File: src/rtl/elevator_pkg.sv
// elevator_pkg: state encoding, default timing constants and counter sizing for elevator_scan_ctrl.
package elevator_pkg;
    typedef enum logic [1:0] {IDLE, MOVE_UP, MOVE_DOWN, DOOR_OPEN} state_t;
    localparam int DEF_TRAVEL_CYCLES = 4;
    localparam int DEF_DOOR_CYCLES = 6;
    localparam int DEF_WEIGHT_LIMIT = 150;
    function automatic int cnt_width(input int a, input int b);
        int m;
        m = a > b ? a : b;
        return m > 1 ? $clog2(m) : 1;
    endfunction
endpackage

File: src/rtl/elev_req_mask.sv
// elev_req_mask: pending request register (clear wins over set) with hit/above/below lookup at a query floor.
module elev_req_mask #(
    parameter int NUM_FLOORS = 8,
    localparam int FLOOR_W = $clog2(NUM_FLOORS)
) (
    input  logic                  clk,
    input  logic                  rst,
    input  logic [NUM_FLOORS-1:0] set_mask,
    input  logic [NUM_FLOORS-1:0] clr_mask,
    input  logic [FLOOR_W-1:0]    floor,
    output logic [NUM_FLOORS-1:0] pending,
    output logic                  hit,
    output logic                  above,
    output logic                  below
);
    always_ff @(posedge clk or posedge rst)
        if (rst) pending <= '0;
        else pending <= (pending | set_mask) & ~clr_mask;
    always_comb begin
        hit = pending[floor];
        above = 1'b0;
        below = 1'b0;
        for (int i = 0; i < NUM_FLOORS; i++) begin
            above = above | (pending[i] & (i > int'(floor)));
            below = below | (pending[i] & (i < int'(floor)));
        end
    end
endmodule

File: src/rtl/elevator_scan_ctrl.sv
// elevator_scan_ctrl: SCAN-order elevator sequencer with timed travel, timed door dwell and overload hold.
// Define ELEV_FIRE_RECALL_EN to add fire_recall (drop requests, descend to floor 0, hold the door open).
module elevator_scan_ctrl
    import elevator_pkg::*;
#(
    parameter int NUM_FLOORS    = 8,
    parameter int WEIGHT_W      = 8,
    parameter int WEIGHT_LIMIT  = DEF_WEIGHT_LIMIT,
    parameter int TRAVEL_CYCLES = DEF_TRAVEL_CYCLES,
    parameter int DOOR_CYCLES   = DEF_DOOR_CYCLES,
    localparam int FLOOR_W      = $clog2(NUM_FLOORS)
) (
    input  logic                  clk,
    input  logic                  rst,
    input  logic [NUM_FLOORS-1:0] floor_req,
    input  logic [WEIGHT_W-1:0]   weight,
`ifdef ELEV_FIRE_RECALL_EN
    input  logic                  fire_recall,
`endif
    output logic [FLOOR_W-1:0]    current_floor,
    output logic                  moving_up,
    output logic                  moving_down,
    output logic                  door_open,
    output logic                  overload,
    output logic [NUM_FLOORS-1:0] pending,
    output logic                  idle
);
    localparam int CNT_W = cnt_width(TRAVEL_CYCLES, DOOR_CYCLES);
    localparam logic [CNT_W-1:0] TRAVEL_LD = CNT_W'(TRAVEL_CYCLES - 1);
    localparam logic [CNT_W-1:0] DOOR_LD = CNT_W'(DOOR_CYCLES - 1);
    localparam logic [FLOOR_W-1:0] TOP_FLOOR = FLOOR_W'(NUM_FLOORS - 1);
    localparam logic [WEIGHT_W-1:0] W_LIMIT = WEIGHT_W'(WEIGHT_LIMIT);

    state_t state;
    logic dir_up;
    logic [CNT_W-1:0] cnt;
    logic fire;
    logic arrive;
    logic [NUM_FLOORS-1:0] set_mask;
    logic [NUM_FLOORS-1:0] clr_mask;
    logic [FLOOR_W-1:0] query;
    logic hit_raw, above_raw, below_raw;
    logic hit, above, below;

`ifdef ELEV_FIRE_RECALL_EN
    assign fire = fire_recall;
`else
    assign fire = 1'b0;
`endif

    // On the arrival cycle the mask is queried at the floor being entered, so the stop/continue
    // decision and the floor update happen on the same edge.
    assign arrive = (state == MOVE_UP || state == MOVE_DOWN) && cnt == '0;
    always_comb begin
        set_mask = fire ? '0 : floor_req;
        clr_mask = fire ? '1 : (state == DOOR_OPEN ? NUM_FLOORS'(1) << current_floor : '0);
        query = !arrive ? current_floor
              : state == MOVE_UP ? (current_floor == TOP_FLOOR ? current_floor : current_floor + FLOOR_W'(1))
              : (current_floor == '0 ? current_floor : current_floor - FLOOR_W'(1));
    end

    elev_req_mask #(.NUM_FLOORS(NUM_FLOORS)) u_mask (
        .clk      (clk),
        .rst      (rst),
        .set_mask (set_mask),
        .clr_mask (clr_mask),
        .floor    (query),
        .pending  (pending),
        .hit      (hit_raw),
        .above    (above_raw),
        .below    (below_raw)
    );

    assign hit = hit_raw & ~fire;
    assign above = above_raw & ~fire;
    assign below = below_raw & ~fire;
    assign idle = state == IDLE && pending == '0;

    always_ff @(posedge clk or posedge rst)
        if (rst) begin
            state <= IDLE;
            current_floor <= '0;
            dir_up <= 1'b1;
            cnt <= '0;
            moving_up <= 1'b0;
            moving_down <= 1'b0;
            door_open <= 1'b0;
            overload <= 1'b0;
        end else begin
            overload <= weight > W_LIMIT;
            case (state)
                IDLE:
                    if (overload || hit || (fire && current_floor == '0)) begin
                        state <= DOOR_OPEN;
                        door_open <= 1'b1;
                        cnt <= DOOR_LD;
                    end else if (above && (dir_up || !below)) begin
                        state <= MOVE_UP;
                        moving_up <= 1'b1;
                        dir_up <= 1'b1;
                        cnt <= TRAVEL_LD;
                    end else if (fire || below) begin
                        state <= MOVE_DOWN;
                        moving_down <= 1'b1;
                        dir_up <= 1'b0;
                        cnt <= TRAVEL_LD;
                    end
                MOVE_UP, MOVE_DOWN:
                    if (!arrive) cnt <= cnt - CNT_W'(1);
                    else begin
                        current_floor <= query;
                        if (hit || (fire && query == '0)) begin
                            state <= DOOR_OPEN;
                            moving_up <= 1'b0;
                            moving_down <= 1'b0;
                            door_open <= 1'b1;
                            cnt <= DOOR_LD;
                        end else if (fire ? state == MOVE_DOWN : (state == MOVE_UP ? above : below)) begin
                            cnt <= TRAVEL_LD;
                        end else begin
                            state <= IDLE;
                            moving_up <= 1'b0;
                            moving_down <= 1'b0;
                        end
                    end
                DOOR_OPEN:
                    if (overload || set_mask[current_floor] || (fire && current_floor == '0)) cnt <= DOOR_LD;
                    else if (cnt != '0) cnt <= cnt - CNT_W'(1);
                    else begin
                        state <= IDLE;
                        door_open <= 1'b0;
                    end
                default: state <= IDLE;
            endcase
        end
endmodule

File: config.mk
export PLATFORM = sky130hd
export DESIGN_NAME = elevator_scan_ctrl
export DESIGN_NICKNAME = d
export VERILOG_FILES = /design/src/rtl/elevator_pkg.sv /design/src/rtl/elev_req_mask.sv /design/src/rtl/elevator_scan_ctrl.sv
export SDC_FILE = /design/constraint.sdc
export NUM_CORES = 1
export LEC_CHECK = 0
export ABC_AREA = 1
export BUFFER_PORTS_ARGS = -buffer_cell sky130_fd_sc_hd__buf_2
export CORE_MARGIN = 1
export CORE_UTILIZATION = 56
export DETAILED_ROUTE_END_ITERATION = 7
export GPL_ROUTABILITY_DRIVEN = 1
export PLACE_DENSITY = 0.79
export SETUP_SLACK_MARGIN = 0.15
export SYNTH_ARGS = -nofsm -noshare
export SYNTH_HDL_FRONTEND = slang
export SYNTH_SLANG_ARGS = --single-unit
File: constraint.sdc
create_clock -name clk -period 2.9 [get_ports clk]
set_input_delay 0.145 -clock clk [delete_from_list [all_inputs] [get_ports clk]]
set_output_delay 0.145 -clock clk [all_outputs]
set_load 0.01 [all_outputs]
# == Word-level counts from Yosys, hierarchy flattened ==
# Cells that the tools add are included.
# totals
reg_bits,21
output_inout_bits,16
elab_cells,146
latch_bits,0
mem_bits_ro,0
mem_count,0
inputBits,18
ram_bits,0
# classes
n_reduce_logical,23
order_cmp,17
addsub,3
div_mod_pow,0
n_mux,46
bitwise_logic,30
n_shift,1
n_eq_ne,17
mul,0
# op_table
op,n
$mux 3,12
$mux 1,18
$mux 2,8
$reduce_and 5->1,3
$and 1x1->1,14
$ne 2x2->1 const B,7
$gt 3x3->1 const A,4
$or 1x1->1,12
$lt 3x3->1 const A,3
$pmux 3 s3,1
$and 8x8->8,1
$gt 8x8->1 const B,1
$logic_not 8->1,1
$lt 3x4->1 const B,2
$mux 8,1
$not 8->8,1
$or 8x8->8,1
$shl 1x3->8 const A,1
$bmux 1 s3,2
$gt 2x3->1 const A,2
$logic_not 3->1,2
$lt 1x3->1 const A,2
$lt 2x3->1 const A,2
$pmux 2 s3,1
other kinds (24),35

# == Longest topological paths before layout ==
# Gate-level depths: netlist of run 1.
# depth
ltp_word,18
mapped_depth,22
ltp_nobuf,22

# == Modules after synthesis ==
# From an unflattened synthesis of run 1, not the netlist that was laid out.
# unflattened
cells_unflattened,263
hier_area_um2,1784.2
# by_module_without_submodules
module,area_each_um2,cells_per_inst,seq_area_each_um2,n_inst
elevator_scan_ctrl,1266.2,175,326.6,1
elev_req_mask,518.0,88,200.2,1

# == Worst setup path before layout of run 1 ==
# Ideal clock, no wire load.
# synth_timing
path_type,register to register
start,reg current_floor[0]
end,reg state[0]
t_arrival_ns,2.280
required_ns,2.784
path_buffers,0
period_less_slack_ns,2.396
slack_ns,0.504
stages_incl_launch_ff,17
setup_ns,0.116
path_cell_list,dfrtp_1 > inv_1 > ha_1 > xor2_1 > nand3_2 > nand2_4 > nand2_2 > nand2_1 > nand2_1 > nor2_2 > nand3_2 > nor2_2 > nand2_2 > nand3_2 > inv_2 > nand2_1 > nand2_1
# synth_between
elab_chain_len,18
elab_cells_between_ends,67
classes_between,add/sub (2); order compare (14); eq/ne (4); mux (14); bitwise (26); reduce/logical (7)
# synth_rtl
element,line,text
start: declaration,elevator_scan_ctrl.sv:20,"output logic [FLOOR_W-1:0] current_floor,"
start signal: assignment,elevator_scan_ctrl.sv:111,current_floor <= query;
$sub 3x1->3 (tied with other cells),elevator_scan_ctrl.sv:59,: (current_floor == '0 ? current_floor : current_floor - FLOOR_W'(1));
"$mux 3, on equally long branches","elevator_scan_ctrl.sv:59, elevator_scan_ctrl.sv:58",
$mux 3,elevator_scan_ctrl.sv:58,: state == MOVE_UP ? (current_floor == TOP_FLOOR ? current_floor : current_floor + FLOOR_W'(1))
$mux 3,elevator_scan_ctrl.sv:57,query = !arrive ? current_floor
$lt 1x3->1,elev_req_mask.sv:25,below = below | (pending[i] & (i < int'(floor)));
$and 1x1->1,elev_req_mask.sv:25,
$or 1x1->1 (6 in series),elev_req_mask.sv:25,
$logic_not 1->1,elevator_scan_ctrl.sv:97,end else if (above && (dir_up || !below)) begin
$logic_or 1x1->1,elevator_scan_ctrl.sv:97,
$logic_and 1x1->1,elevator_scan_ctrl.sv:97,
$mux 2,elevator_scan_ctrl.sv:97,
$mux 2,elevator_scan_ctrl.sv:93,if (overload || hit || (fire && current_floor == '0)) begin
$pmux 2 s3,elevator_scan_ctrl.sv:91,case (state)
end signal: assignment,elevator_scan_ctrl.sv:94,state <= DOOR_OPEN;
end signal: assignment,elevator_scan_ctrl.sv:98,state <= MOVE_UP;
end signal: assignment,elevator_scan_ctrl.sv:103,state <= MOVE_DOWN;
end: declaration,elevator_scan_ctrl.sv:34,state_t state;
# Several ways; a longest one is shown, not always the timed one. The select of a mux whose other input is x is not followed.
# A chain may end at the register's enable or synchronous reset.

# == Worst setup path after layout of run 1 ==
# layout_timing
start,reg current_floor[1]
end,reg moving_down
# layout_between
elab_chain_len,17
elab_cells_between_ends,63
classes_between,add/sub (2); order compare (14); eq/ne (5); mux (10); bitwise (26); reduce/logical (6)
# layout_rtl
element,line,text
$sub 3x1->3 (tied with other cells),elevator_scan_ctrl.sv:59,
"$mux 3, on equally long branches","elevator_scan_ctrl.sv:59, elevator_scan_ctrl.sv:58",
$mux 3,elevator_scan_ctrl.sv:58,
$mux 3 (*),elevator_scan_ctrl.sv:57,
$lt 1x3->1,elev_req_mask.sv:25,
$and 1x1->1,elev_req_mask.sv:25,
$or 1x1->1 (6 in series),elev_req_mask.sv:25,
$logic_not 1->1,elevator_scan_ctrl.sv:97,
$logic_or 1x1->1,elevator_scan_ctrl.sv:97,
$logic_and 1x1->1,elevator_scan_ctrl.sv:97,
$ne 2x2->1 (no source line),--,
$reduce_and 6->1 (no source line),--,
end signal: assignment,elevator_scan_ctrl.sv:104,moving_down <= 1'b1;
end signal: assignment,elevator_scan_ctrl.sv:115,moving_down <= 1'b0;
end signal: assignment,elevator_scan_ctrl.sv:123,moving_down <= 1'b0;
end: declaration,elevator_scan_ctrl.sv:22,"output logic moving_down,"
# Every way passes the cells marked *; elsewhere a longest branch is shown, timed or not. The select of a mux whose other input is x is not followed.

==> results.yml, run 1 <==
pwr:
  pwr_density_cell_nw_per_um2: 1140
  p_leak_nw: 1.15
  ir_drop_mv: 0.637
  power.total_mw: 2.45
critical_path:
  worstSetupStartpoint: "current_floor[1]$_DFFE_PP0P_"
  critical-path-max-stage-delay_ns: 0.50
  required_ns: 3.13
  worst_r2r_endpoint: "moving_down$_DFFE_PP0P_"
  cp-endpoint: "moving_down$_DFFE_PP0P_"
  critPathMaxFanout: 10
  buffers_plus_inverters_on_the_worst_setup_path: 3
  critical_path.most_common_cell: "sky130_fd_sc_hd__nand2_1"
  r2r-start: "current_floor[1]$_DFFE_PP0P_"
  critPathCaptureType: "flip-flop"
  critPathLaunchType: "flip-flop"
  crit_chain: "inv_1, ha_2, xor2_1, nand3_2, nand2_4, nand2_2, inv_1, nand2_1, nand2_1, inv_2, nand2_4, nand3_4, nor2_1, nand2_1, nand2_1, nand2_1, nand2_1, nand2_1"
  cp.depth: 18
  crit_type: "flip-flop to flip-flop"
  crit_path_top_delay_cell: "sky130_fd_sc_hd__dfrtp_2"
  r2r_cells: 18
  critical_path.top_delay_family: "simple AND/OR/NAND/NOR gates"
  critical_path_arrival_ns: 2.77
  rrSetupSlack_ns: 0.36
routing:
  drt_first_pass_iters: 4
  post_drt_wl_per_cell_um: 12.7
  vias_per_cell: 5.24
  totalWireLength_um: 4520
  drt_drc_violations_left: 0
  dr_total_vias: 1871
  detail_route.iter0.violations: 179
  antenna_left: 0
global_routing:
  maximum_number_of_pins_on_one_net_before_global_route_repair: 22
  grt_util_all_layers_pct: 28.3
  initial_antenna_violation_count: 0
  global_route_wire_length_before_repair_um: 7650
  grt_pass1_vias: 1699
  overflow: 0
cells_and_area:
  n_antenna_cell: 0
  fin_area_um2: 2150
  stdcell_count: 357
  most_used_cells_in_the_layout_excluding_fill_and_tap_cells: "sky130_fd_sc_hd__nand2_1 (75), sky130_fd_sc_hd__inv_1 (40), sky130_fd_sc_hd__nand3_1 (33), sky130_fd_sc_hd__buf_2 (33)"
  final_net_count: 343
  syn2layout_area_growth_pct: 12.9
  nFillCells: 295
  mostFrequentLayoutCell: "sky130_fd_sc_hd__nand2_1"
  post_layout_utilization_of_the_core_pct: 68.8
  post_route_cells_drive_above_1_share_pct: 27.8
placed_design:
  dp_cells: 352
  postPlaceCellArea_um2: 2110
  dp_hpwl_um: 3630
  dpl_worst_slack_ns: 0.346
  globalplace.congestion: 0.974
  numPortBuffers: 33
floorplanning:
  fp-row-count: 20
  design.die.area_um2: 3640
  initial_utilization_pct: 60.9
  io_pins: 34
  chipHeight_um: 60.3
  fp.dieW_um: 60.3
  core_region_area_um2: 3130
clocking:
  clkSinkCount: 21
  max-clock-path-buffers: 2
  worst_setup_hold_path_clk_slew_ns: 0.13
  clock_tree.htree_level_count: 1
  clock_latency_ns: 0.32
  cts_made_buffers: 3
  clock_tree_from_tritoncts: "done"
  cts-root-buf: "sky130_fd_sc_hd__clkbuf_4"
sta:
  final_min_period_over_clock_period_pct: 87.4
  final_period_minus_worst_setup_slack_ns: 2.54
  rsz0062_at_grt: "false"
  report.final.setup_viol: 0
  finalHoldViolCount: 0
  final_max_slew_viol_count: 0
  fin_worst_hold_slack_ns: 0.0495
  fin_ws_ns: 0.365
  maxSlewHeadroom_pct: 45.5
  setup_tns_ns: 0
  timing.fmax_mhz: 394
  worstMarginPinSlew_ns: 0.817
  clk_skew_ns: 0.00916
synth:
  postSynthRegisterBits: 21
  synth_xor_area_share_pct: 0.919
  synth_mux_area_share_pct: 0
  post_synth_and_or_nand_nor_area_fraction_pct: 44.8
  synth_area_um2: 1910
  post_synth_num_cell_types: 30
  synthCells: 276
  synth.yosys.warnings: 0
  synth_adder_area_share_pct: 7.22
  synth_nets: 305
  synth_compound_gate_area_share_pct: 8.34
  syn-mean-instance-area_um2: 6.90
  synth_sequential_area_ratio_pct: 27.6
  main_combinational_cell_family_by_area_after_synthesis: "simple AND/OR/NAND/NOR gates"
flow_run:
  timing.max_cap.violations: 0
worst_hold_path:
  hold_path.class: "input port to flip-flop"
status:
  status: "finished clean"
## final cells by class
class	instances	area, um^2	area share (%)
clock buffer	3	22.5	1.05
tap	44	55.1	2.56
timing repair buffer	35	183	8.49
inverter	48	188	8.72
clock inverter	1	5.00	0.233
multi-input combinational	205	1170	54.4
sequential	21	528	24.5
## repair_timing
action	4_1_cts	5_1_grt
endpoints found under the setup margin	0	6
setup buffers	0	0
gates resized for setup	0	2
hold endpoints to repair	11	0
hold buffers	1	0
## power breakdown
part	internal, mW	switching, mW
sequential	0.410	0.118
combinational	0.618	1.15
clock	0.0516	0.100
## worst min-delay path by stage
stage | start | slack (ns) | to | cells past startpoint
floorplan | rst | 0.12 | cnt[0]$_DFFE_PP0P_ | 1
detailed placement | rst | 0.36 | cnt[0]$_DFFE_PP0P_ | 2
finish | weight[7] | 0.05 | overload$_DFF_PP0_ | 2
global placement | rst | 0.35 | cnt[0]$_DFFE_PP0P_ | 2
CTS | weight[7] | 0.04 | overload$_DFF_PP0_ | 2
global route | weight[7] | 0.04 | overload$_DFF_PP0_ | 2
## cells by family (layout without fill, tap and decap cells)
group           Yosys count  in the layout
fa+ha+maj                11             11
xor+xnor                  2              2
simple gates            167            167
compound gates           25             25
flops                    21             21
buf+inv                  50             87
## Yosys cell counts
cell type / number / area share [%]
sky130_fd_sc_hd__nor4_1: 1 / 0.33
sky130_fd_sc_hd__or2_2: 1 / 0.33
sky130_fd_sc_hd__nand2_4: 5 / 3.0
sky130_fd_sc_hd__nand3_2: 9 / 4.7
sky130_fd_sc_hd__inv_4: 1 / 0.33
sky130_fd_sc_hd__nor2_4: 1 / 0.59
sky130_fd_sc_hd__inv_6: 1 / 0.46
sky130_fd_sc_hd__and3_1: 1 / 0.33
sky130_fd_sc_hd__o21ai_2: 2 / 0.92
sky130_fd_sc_hd__nor2_2: 7 / 2.3
sky130_fd_sc_hd__nand2_1: 75 / 15
sky130_fd_sc_hd__o22ai_1: 6 / 2.0
sky130_fd_sc_hd__ha_1: 11 / 7.2
sky130_fd_sc_hd__inv_1: 40 / 7.9
sky130_fd_sc_hd__dfrtp_1: 20 / 26
sky130_fd_sc_hd__o21ai_0: 8 / 2.1
sky130_fd_sc_hd__nand3_1: 33 / 8.7
sky130_fd_sc_hd__o21ai_1: 2 / 0.53
sky130_fd_sc_hd__dfstp_2: 1 / 1.4
sky130_fd_sc_hd__a21boi_0: 1 / 0.39
sky130_fd_sc_hd__inv_2: 6 / 1.2
sky130_fd_sc_hd__buf_6: 2 / 1.2
sky130_fd_sc_hd__nor2_1: 19 / 3.7
sky130_fd_sc_hd__nand2_2: 10 / 3.3
sky130_fd_sc_hd__nand4_1: 3 / 0.99
sky130_fd_sc_hd__o21ai_4: 1 / 0.85
sky130_fd_sc_hd__a211oi_1: 2 / 0.79
sky130_fd_sc_hd__xor2_1: 2 / 0.92
sky130_fd_sc_hd__nand3_4: 2 / 1.8
sky130_fd_sc_hd__a21oi_1: 3 / 0.79
## per-layer routing
layer	vias up	part of all wire (%)	track usage, %
met5	-	0	0
met2	71	43	43.6
met3	6	7.5	2.77
li1	951	-	-
met1	843	48	42.1
met4	0	1.1	7.64
## sequential cells by signal (all words and copies together), names as in the netlist, 2 cells and up
name            cells
cnt                 3
current_floor       3
state               2
u_mask.pending      8
Note: power is estimated with default switching activity, not from simulation.
==> inputs of run 2 (changes only) <==
--- a/config.mk
+++ b/config.mk
@@ -8,10 +8,10 @@
 export ABC_AREA = 1
 export BUFFER_PORTS_ARGS = -buffer_cell sky130_fd_sc_hd__buf_2
 export CORE_MARGIN = 1
-export CORE_UTILIZATION = 56
+export CORE_UTILIZATION = 45
 export DETAILED_ROUTE_END_ITERATION = 7
 export GPL_ROUTABILITY_DRIVEN = 1
-export PLACE_DENSITY = 0.79
+export PLACE_DENSITY = 0.66
 export SETUP_SLACK_MARGIN = 0.15
 export SYNTH_ARGS = -nofsm -noshare
 export SYNTH_HDL_FRONTEND = slang
==> run 2 against run 1 <==
Against the previous run:
- critical path depth is 4 lower
- count of clock-buffer cells in the layout increased by 1
- clock skew is 0.0010 ns lower
==> results.yml, run 2 (synthesis results as in run 1) <==
critical_path:
  cp-endpoint: "cnt[1]$_DFFE_PP0P_"
  r2r_cells: 14
  critical_path_arrival_ns: 2.66
  r2r-start: "state[0]$_DFFE_PP0P_"
  critPathLaunchType: "flip-flop"
  critPathMaxFanout: 5
  rrSetupSlack_ns: 0.39
  crit_type: "flip-flop to flip-flop"
  worst_r2r_endpoint: "cnt[1]$_DFFE_PP0P_"
  critPathCaptureType: "flip-flop"
  required_ns: 3.05
  worstSetupStartpoint: "state[0]$_DFFE_PP0P_"
cells_and_area:
  final_net_count: 345
  most_used_cells_in_the_layout_excluding_fill_and_tap_cells: "sky130_fd_sc_hd__nand2_1 (75), sky130_fd_sc_hd__inv_1 (38), sky130_fd_sc_hd__nand3_1 (33), sky130_fd_sc_hd__buf_2 (33)"
  sequential_cell_area_um2: 528
  post_route_cells_drive_above_1_share_pct: 29.2
  mostFrequentLayoutCell: "sky130_fd_sc_hd__nand2_1"
  biggestRegsByFlops: "u_mask.pending x8, cnt x3, current_floor x3"
  stdcell_count: 365
  fin_area_um2: 2200
  largest-register: "u_mask.pending"
  syn2layout_area_growth_pct: 15.5
  nFillCells: 413
  largest_reg_flops: 8
  n_antenna_cell: 0
  total_area_of_multi_input_combinational_cells_um2: 1180
clocking:
  cts_made_buffers: 3
  clock_tree.htree_level_count: 1
  worst_setup_hold_path_clk_slew_ns: 0.09
  max-clock-path-buffers: 2
  clock_latency_ns: 0.27
  clkSinkCount: 21
  cts-root-buf: "sky130_fd_sc_hd__clkbuf_8"
  clock_tree_from_tritoncts: "done"
pwr:
  pwr_density_cell_nw_per_um2: 1170
  p_leak_nw: 1.16
  ir_drop_mv: 0.425
  power.total_mw: 2.58
sta:
  rsz0062_at_grt: "false"
  clk_skew_ns: 0.00811
  timing.fmax_mhz: 398
  final_period_minus_worst_setup_slack_ns: 2.51
  worstMarginPinSlew_ns: 0.850
  finalHoldViolCount: 0
  final_max_slew_viol_count: 0
  setup_tns_ns: 0
  report.final.setup_viol: 0
  maxSlewHeadroom_pct: 43.3
  final_min_period_over_clock_period_pct: 86.6
routing:
  detail_route.iter0.violations: 104
  antenna_left: 0
  drt_drc_violations_left: 0
  post_drt_wl_per_cell_um: 13.4
  totalWireLength_um: 4880
  drt_first_pass_iters: 4
  dr_total_vias: 1912
  vias_per_cell: 5.24
floorplanning:
  design.die.area_um2: 4500
  fp.dieW_um: 67.1
  core_region_area_um2: 4030
  initial_utilization_pct: 47.3
  io_pins: 34
  fp-row-count: 23
  chipHeight_um: 67.1
global_routing:
  grt_pass1_vias: 1798
  global_route_wire_length_before_repair_um: 8320
  maximum_number_of_pins_on_one_net_before_global_route_repair: 22
  overflow: 0
  initial_antenna_violation_count: 0
  grt_util_all_layers_pct: 25.1
placed_design:
  numPortBuffers: 33
  dp_hpwl_um: 3830
  globalplace.congestion: 0.923
  dp_cells: 358
  postPlaceCellArea_um2: 2120
worst_hold_path:
  hold_path.class: "input port to async pin"
flow_run:
  timing.max_cap.violations: 0
status:
  status: "finished clean"
## run 2: critical path, stage by stage (launching register included)
cell                      delay, ns
sky130_fd_sc_hd__dfrtp_1       0.41
sky130_fd_sc_hd__inv_1         0.06
sky130_fd_sc_hd__ha_1          0.36
sky130_fd_sc_hd__nand3_2       0.20
sky130_fd_sc_hd__nor2_4        0.19
sky130_fd_sc_hd__nand3_1       0.12
sky130_fd_sc_hd__nand2_2       0.14
sky130_fd_sc_hd__nand2_1       0.06
sky130_fd_sc_hd__nand3_1       0.08
sky130_fd_sc_hd__nand2_1       0.08
sky130_fd_sc_hd__inv_2         0.10
sky130_fd_sc_hd__a21oi_1       0.09
sky130_fd_sc_hd__or2_2         0.29
sky130_fd_sc_hd__o21ai_0       0.11
sky130_fd_sc_hd__o21ai_1       0.10
## run 2: through the flow
step / util [%] / hold WS [ns] / setup WS, ns
after global routing: 54.6 / 0.109 / 0.158
final: 54.6 / 0.0293 / 0.390
after floorplan: - / 0.121 / 0.504
after CTS: 53.7 / 0.0739 / 0.244
after detailed placement: 52.6 / 0.367 / 0.274
after global placement: 52.6 / 0.358 / 0.309
## run 2: layout make-up
class | count | area share [%]
Clock buffer | 4 | 2.05
Timing Repair Buffer | 37 | 8.87
Sequential cell | 21 | 24.0
Tap cell | 50 | 2.84
Inverter | 48 | 8.70
Multi-Input combinational cell | 205 | 53.6
## run 2: worst min-delay path by stage
stage	depth (start not counted)	slack, ns	from	to
floorplan	1	0.12	rst	cnt[0]$_DFFE_PP0P_
global placement	2	0.36	rst	current_floor[1]$_DFFE_PP0P_
detailed placement	2	0.37	rst	current_floor[1]$_DFFE_PP0P_
CTS	2	0.07	rst	current_floor[1]$_DFFE_PP0P_
global route	2	0.11	rst	door_open$_DFFE_PP0P_
finish	2	0.03	rst	current_floor[1]$_DFFE_PP0P_
## run 2: routing by layer
layer	global-route usage [%]	share of wire, %	up-vias
li1	-	-	955
met1	34.9	49	898
met2	39.3	45	50
met3	3.08	4.1	9
met4	8.78	1.9	0
met5	0	0	-
## run 2: what timing repair did
item / in CTS / in global routing
gates resized for setup: 0 / 6
buffers inserted: 0 / 3
setup endpoints to repair: 0 / 8
hold buffers: 0 / 0
## run 2: where the power goes
| group | switching [mW] | leakage [nW] | internal, mW | total (mW) |
|---|---|---|---|---|
| Combinational | 1.18 | 0.909 | 0.646 | 1.83 |
| Sequential | 0.130 | 0.228 | 0.410 | 0.540 |
| Clock | 0.109 | 0.0228 | 0.0984 | 0.208 |
==> inputs of run 3 (changes only) <==
--- a/config.mk
+++ b/config.mk
@@ -15,4 +15,6 @@
 export SETUP_SLACK_MARGIN = 0.15
 export SYNTH_ARGS = -nofsm -noshare
 export SYNTH_HDL_FRONTEND = slang
+export SYNTH_HIERARCHICAL = 1
 export SYNTH_SLANG_ARGS = --single-unit
+export TNS_END_PERCENT = 100
==> run 3 against run 2 <==
Against the previous run:
- flip-flop and latch count unchanged
- via count down 2.0%
- largest power group unchanged
- area after synthesis down 6.4%
- clock skew down 0.0036 ns
- fmax down 12%
- first-iteration DRC count up 44%
- critical endpoint is now moving_down$_DFFE_PP0P_
- wire length down 2.1%
- synthesized cell count down 4.7%
==> results.yml, run 3 <==
clocking:
  clkSinkCount: 21
  cts_made_buffers: 3
  clock_tree_from_tritoncts: "done"
  worst_setup_hold_path_clk_slew_ns: 0.08
  cts-root-buf: "sky130_fd_sc_hd__clkbuf_8"
  clock_latency_ns: 0.27
  clock_tree.htree_level_count: 1
  max-clock-path-buffers: 2
synth:
  synthCells: 263
  synth_commonest_cells: "sky130_fd_sc_hd__nand2_1 (73), sky130_fd_sc_hd__inv_1 (36), sky130_fd_sc_hd__nor2_1 (35)"
  synth.yosys.warnings: 6
  synth_sequential_area_ratio_pct: 29.5
  synthArstFlopShare_pct: 100
  synth_top_cells_by_area: "sky130_fd_sc_hd__dfrtp_1 (28%), sky130_fd_sc_hd__nand2_1 (15%), sky130_fd_sc_hd__ha_1 (7.7%)"
  synth_xor_area_share_pct: 1.47
  synthDominantAreaCellType: "sky130_fd_sc_hd__dfrtp_1"
  post_synth_and_or_nand_nor_area_fraction_pct: 37.7
  synth_area_um2: 1780
  main_combinational_cell_family_by_area_after_synthesis: "simple AND/OR/NAND/NOR gates"
  post_synth_num_cell_types: 37
  synth-edff-count: 0
  synth_mux_area_share_pct: 0
  synth_nets: 292
  syn-mean-instance-area_um2: 6.78
  yosysTopAreaCellShare_pct: 28.1
  synth_adder_area_share_pct: 7.71
  ys.flop_type: "sky130_fd_sc_hd__dfrtp_1"
  postSynthRegisterBits: 21
  synth_compound_gate_area_share_pct: 12.4
  most_numerous_cell_in_the_yosys_netlist: "sky130_fd_sc_hd__nand2_1"
floorplanning:
  chipHeight_um: 65.0
  initial_utilization_pct: 47.7
  core_region_area_um2: 3740
  fp.dieW_um: 65.0
  io_pins: 34
  design.die.area_um2: 4220
  fp-row-count: 22
cells_and_area:
  n_antenna_cell: 0
  stdcell_count: 373
  mostFrequentLayoutCell: "sky130_fd_sc_hd__nand2_1"
  post_route_cells_drive_above_1_share_pct: 36.9
  final_net_count: 355
  largest-register: "u_mask/pending"
  most_used_cells_in_the_layout_excluding_fill_and_tap_cells: "sky130_fd_sc_hd__nand2_1 (69), sky130_fd_sc_hd__nor2_1 (34), sky130_fd_sc_hd__buf_2 (33)"
  fin_area_um2: 2360
  largest_reg_flops: 8
  biggestRegsByFlops: "u_mask/pending x8, cnt x3, current_floor x3"
  syn2layout_area_growth_pct: 32.5
sta:
  report.final.setup_viol: 0
  clk_skew_ns: 0.00450
  rsz0062_at_grt: "true"
  worstMarginPinSlew_ns: 0.535
  setup_tns_ns: 0
  finalHoldViolCount: 0
  final_period_minus_worst_setup_slack_ns: 2.84
  final_max_slew_viol_count: 0
  timing.fmax_mhz: 352
  fin_ws_ns: 0.0590
  final_min_period_over_clock_period_pct: 98.0
  maxSlewHeadroom_pct: 64.3
critical_path:
  critPathMaxFanout: 7
  critical_path_arrival_ns: 3.00
  r2r-start: "state[0]$_DFFE_PP0P_"
  worstSetupStartpoint: "state[0]$_DFFE_PP0P_"
  crit_chain: "buf_6, ha_4, a21oi_2, inv_2, a221o_1, o21ai_1, buf_4, nand2_4, nand2_2, nand2_1, nand2_1, nor2_1, nand2_1, inv_2, o21a_1, nor2_1, inv_1, o21ai_1, nand3_1, nand2_1, o21ai_1"
  critPathLaunchType: "flip-flop"
  critical_path.most_common_cell: "sky130_fd_sc_hd__nand2_1"
  required_ns: 3.06
  critPathCaptureType: "flip-flop"
  crit_path_top_delay_cell: "sky130_fd_sc_hd__dfrtp_1"
  crit_type: "flip-flop to flip-flop"
  critical-path-max-stage-delay_ns: 0.40
flow_run:
  timing.max_cap.violations: 0
status:
  status: "finished clean"
routing:
  route.met2.wl_um: 2170
  totalWireLength_um: 4780
  detail_route.iter0.violations: 150
  post_drt_wl_per_cell_um: 12.8
  vias_per_cell: 5.02
  wl_met1_um: 2300
  routed.top_layer: "met4"
  dr_total_vias: 1874
  drt_drc_violations_left: 0
  antenna_left: 0
  drt_first_pass_iters: 4
  wl_met3_um: 210
placed_design:
  dpl_worst_slack_ns: 0.0504
  dp_hpwl_um: 3460
  numPortBuffers: 33
  globalplace.congestion: 0.895
  dp_cells: 350
  postPlaceCellArea_um2: 2060
global_routing:
  initial_antenna_violation_count: 0
  grt_util_all_layers_pct: 22.5
  overflow: 0
  maximum_number_of_pins_on_one_net_before_global_route_repair: 14
  global_route_wire_length_before_repair_um: 7200
  grt_pass1_vias: 1635
pwr:
  p_leak_nw: 1.22
  pwr_density_cell_nw_per_um2: 1300
  ir_drop_mv: 0.587
worst_hold_path:
  hold_start: "floor_req[1]"
  hold_path.class: "input port to flip-flop"
-- run 3: cell count changes after synthesis, moves of 3 or more --
cell	delta
sky130_fd_sc_hd__o22ai_1	-5
sky130_fd_sc_hd__nor3_1	+3
sky130_fd_sc_hd__nand3_2	-6
sky130_fd_sc_hd__inv_1	-4
sky130_fd_sc_hd__a21oi_1	+4
sky130_fd_sc_hd__nand2_4	-5
sky130_fd_sc_hd__nor2_2	-5
sky130_fd_sc_hd__nand4_1	-3
sky130_fd_sc_hd__nand3_1	-19
sky130_fd_sc_hd__nor2_1	+16
-- run 3: metal layers --
| metal | vias to the layer above | GRT usage (%) |
|---|---|---|
| met5 | - | 0 |
| met2 | 66 | 34.8 |
| met4 | 0 | 6.67 |
| met3 | 11 | 2.82 |
| met1 | 853 | 32.5 |
| li1 | 944 | - |
-- run 3: cell families after synthesis --
group                    Yosys count
flip-flops                        21
XOR/XNOR                           3
adder cells (fa/ha/maj)           11
buffers and inverters             47
AND/OR/NAND/NOR                  147
AO/OA/AOI/OAI                     34
-- run 3: cell type report --
class                   count  area (um^2)
fillers                   347         1380
multi-input cells         195         1170
flip-flops and latches     21          529
repair buffers             63          397
inverters                  42          163
well taps                  48         60.1
clock buffers               4         45.0
-- run 3: worst paths after layout --
path	to	cells after the start	slack (ns)
max	moving_down$_DFFE_PP0P_	21	0.06
min	u_mask/pending[1]$_DFF_PP0_	3	0.11
min reg2reg	door_open$_DFFE_PP0P_	1	0.49
max in group asynchronous	current_floor[0]$_DFFE_PP0P_	3	2.05
min in group asynchronous	u_mask/pending[7]$_DFF_PP0_	3	0.36
max reg2reg	moving_down$_DFFE_PP0P_	21	0.06
-- run 3: what timing repair did --
action,4_1_cts,5_1_grt
hold buffers,1,0
gates resized for setup,8,27
hold endpoints to repair,20,0
buffers inserted,5,13
endpoints found under the setup margin,8,9
pin swaps,1,8
-- run 3: per-stage QoR --
step | total power, mW | hold WS [ns] | util, %
after floorplan | 1.95 | -0.0393 | -
after detailed placement | 2.38 | 0.106 | 55.0
after global routing | 3.34 | 0.117 | 63.1
after global placement | 2.39 | 0.104 | 55.0
after CTS | 2.70 | 0.111 | 58.3
final | 3.06 | 0.111 | 63.1
-- run 3: critical path: cells and delay by family (launching register included) --
kind,cells,cell delay [ns]
DFF,1,0.40
and+or+nand+nor,9,0.74
buffers and inverters,5,0.52
adders and majority gates,1,0.18
AOI/OAI and AO/OA,6,0.90
-- run 3: report_power, final --
group          switching, mW  internal (mW)
clock                  0.104         0.0982
combinational           1.36          0.979
sequential             0.110          0.413
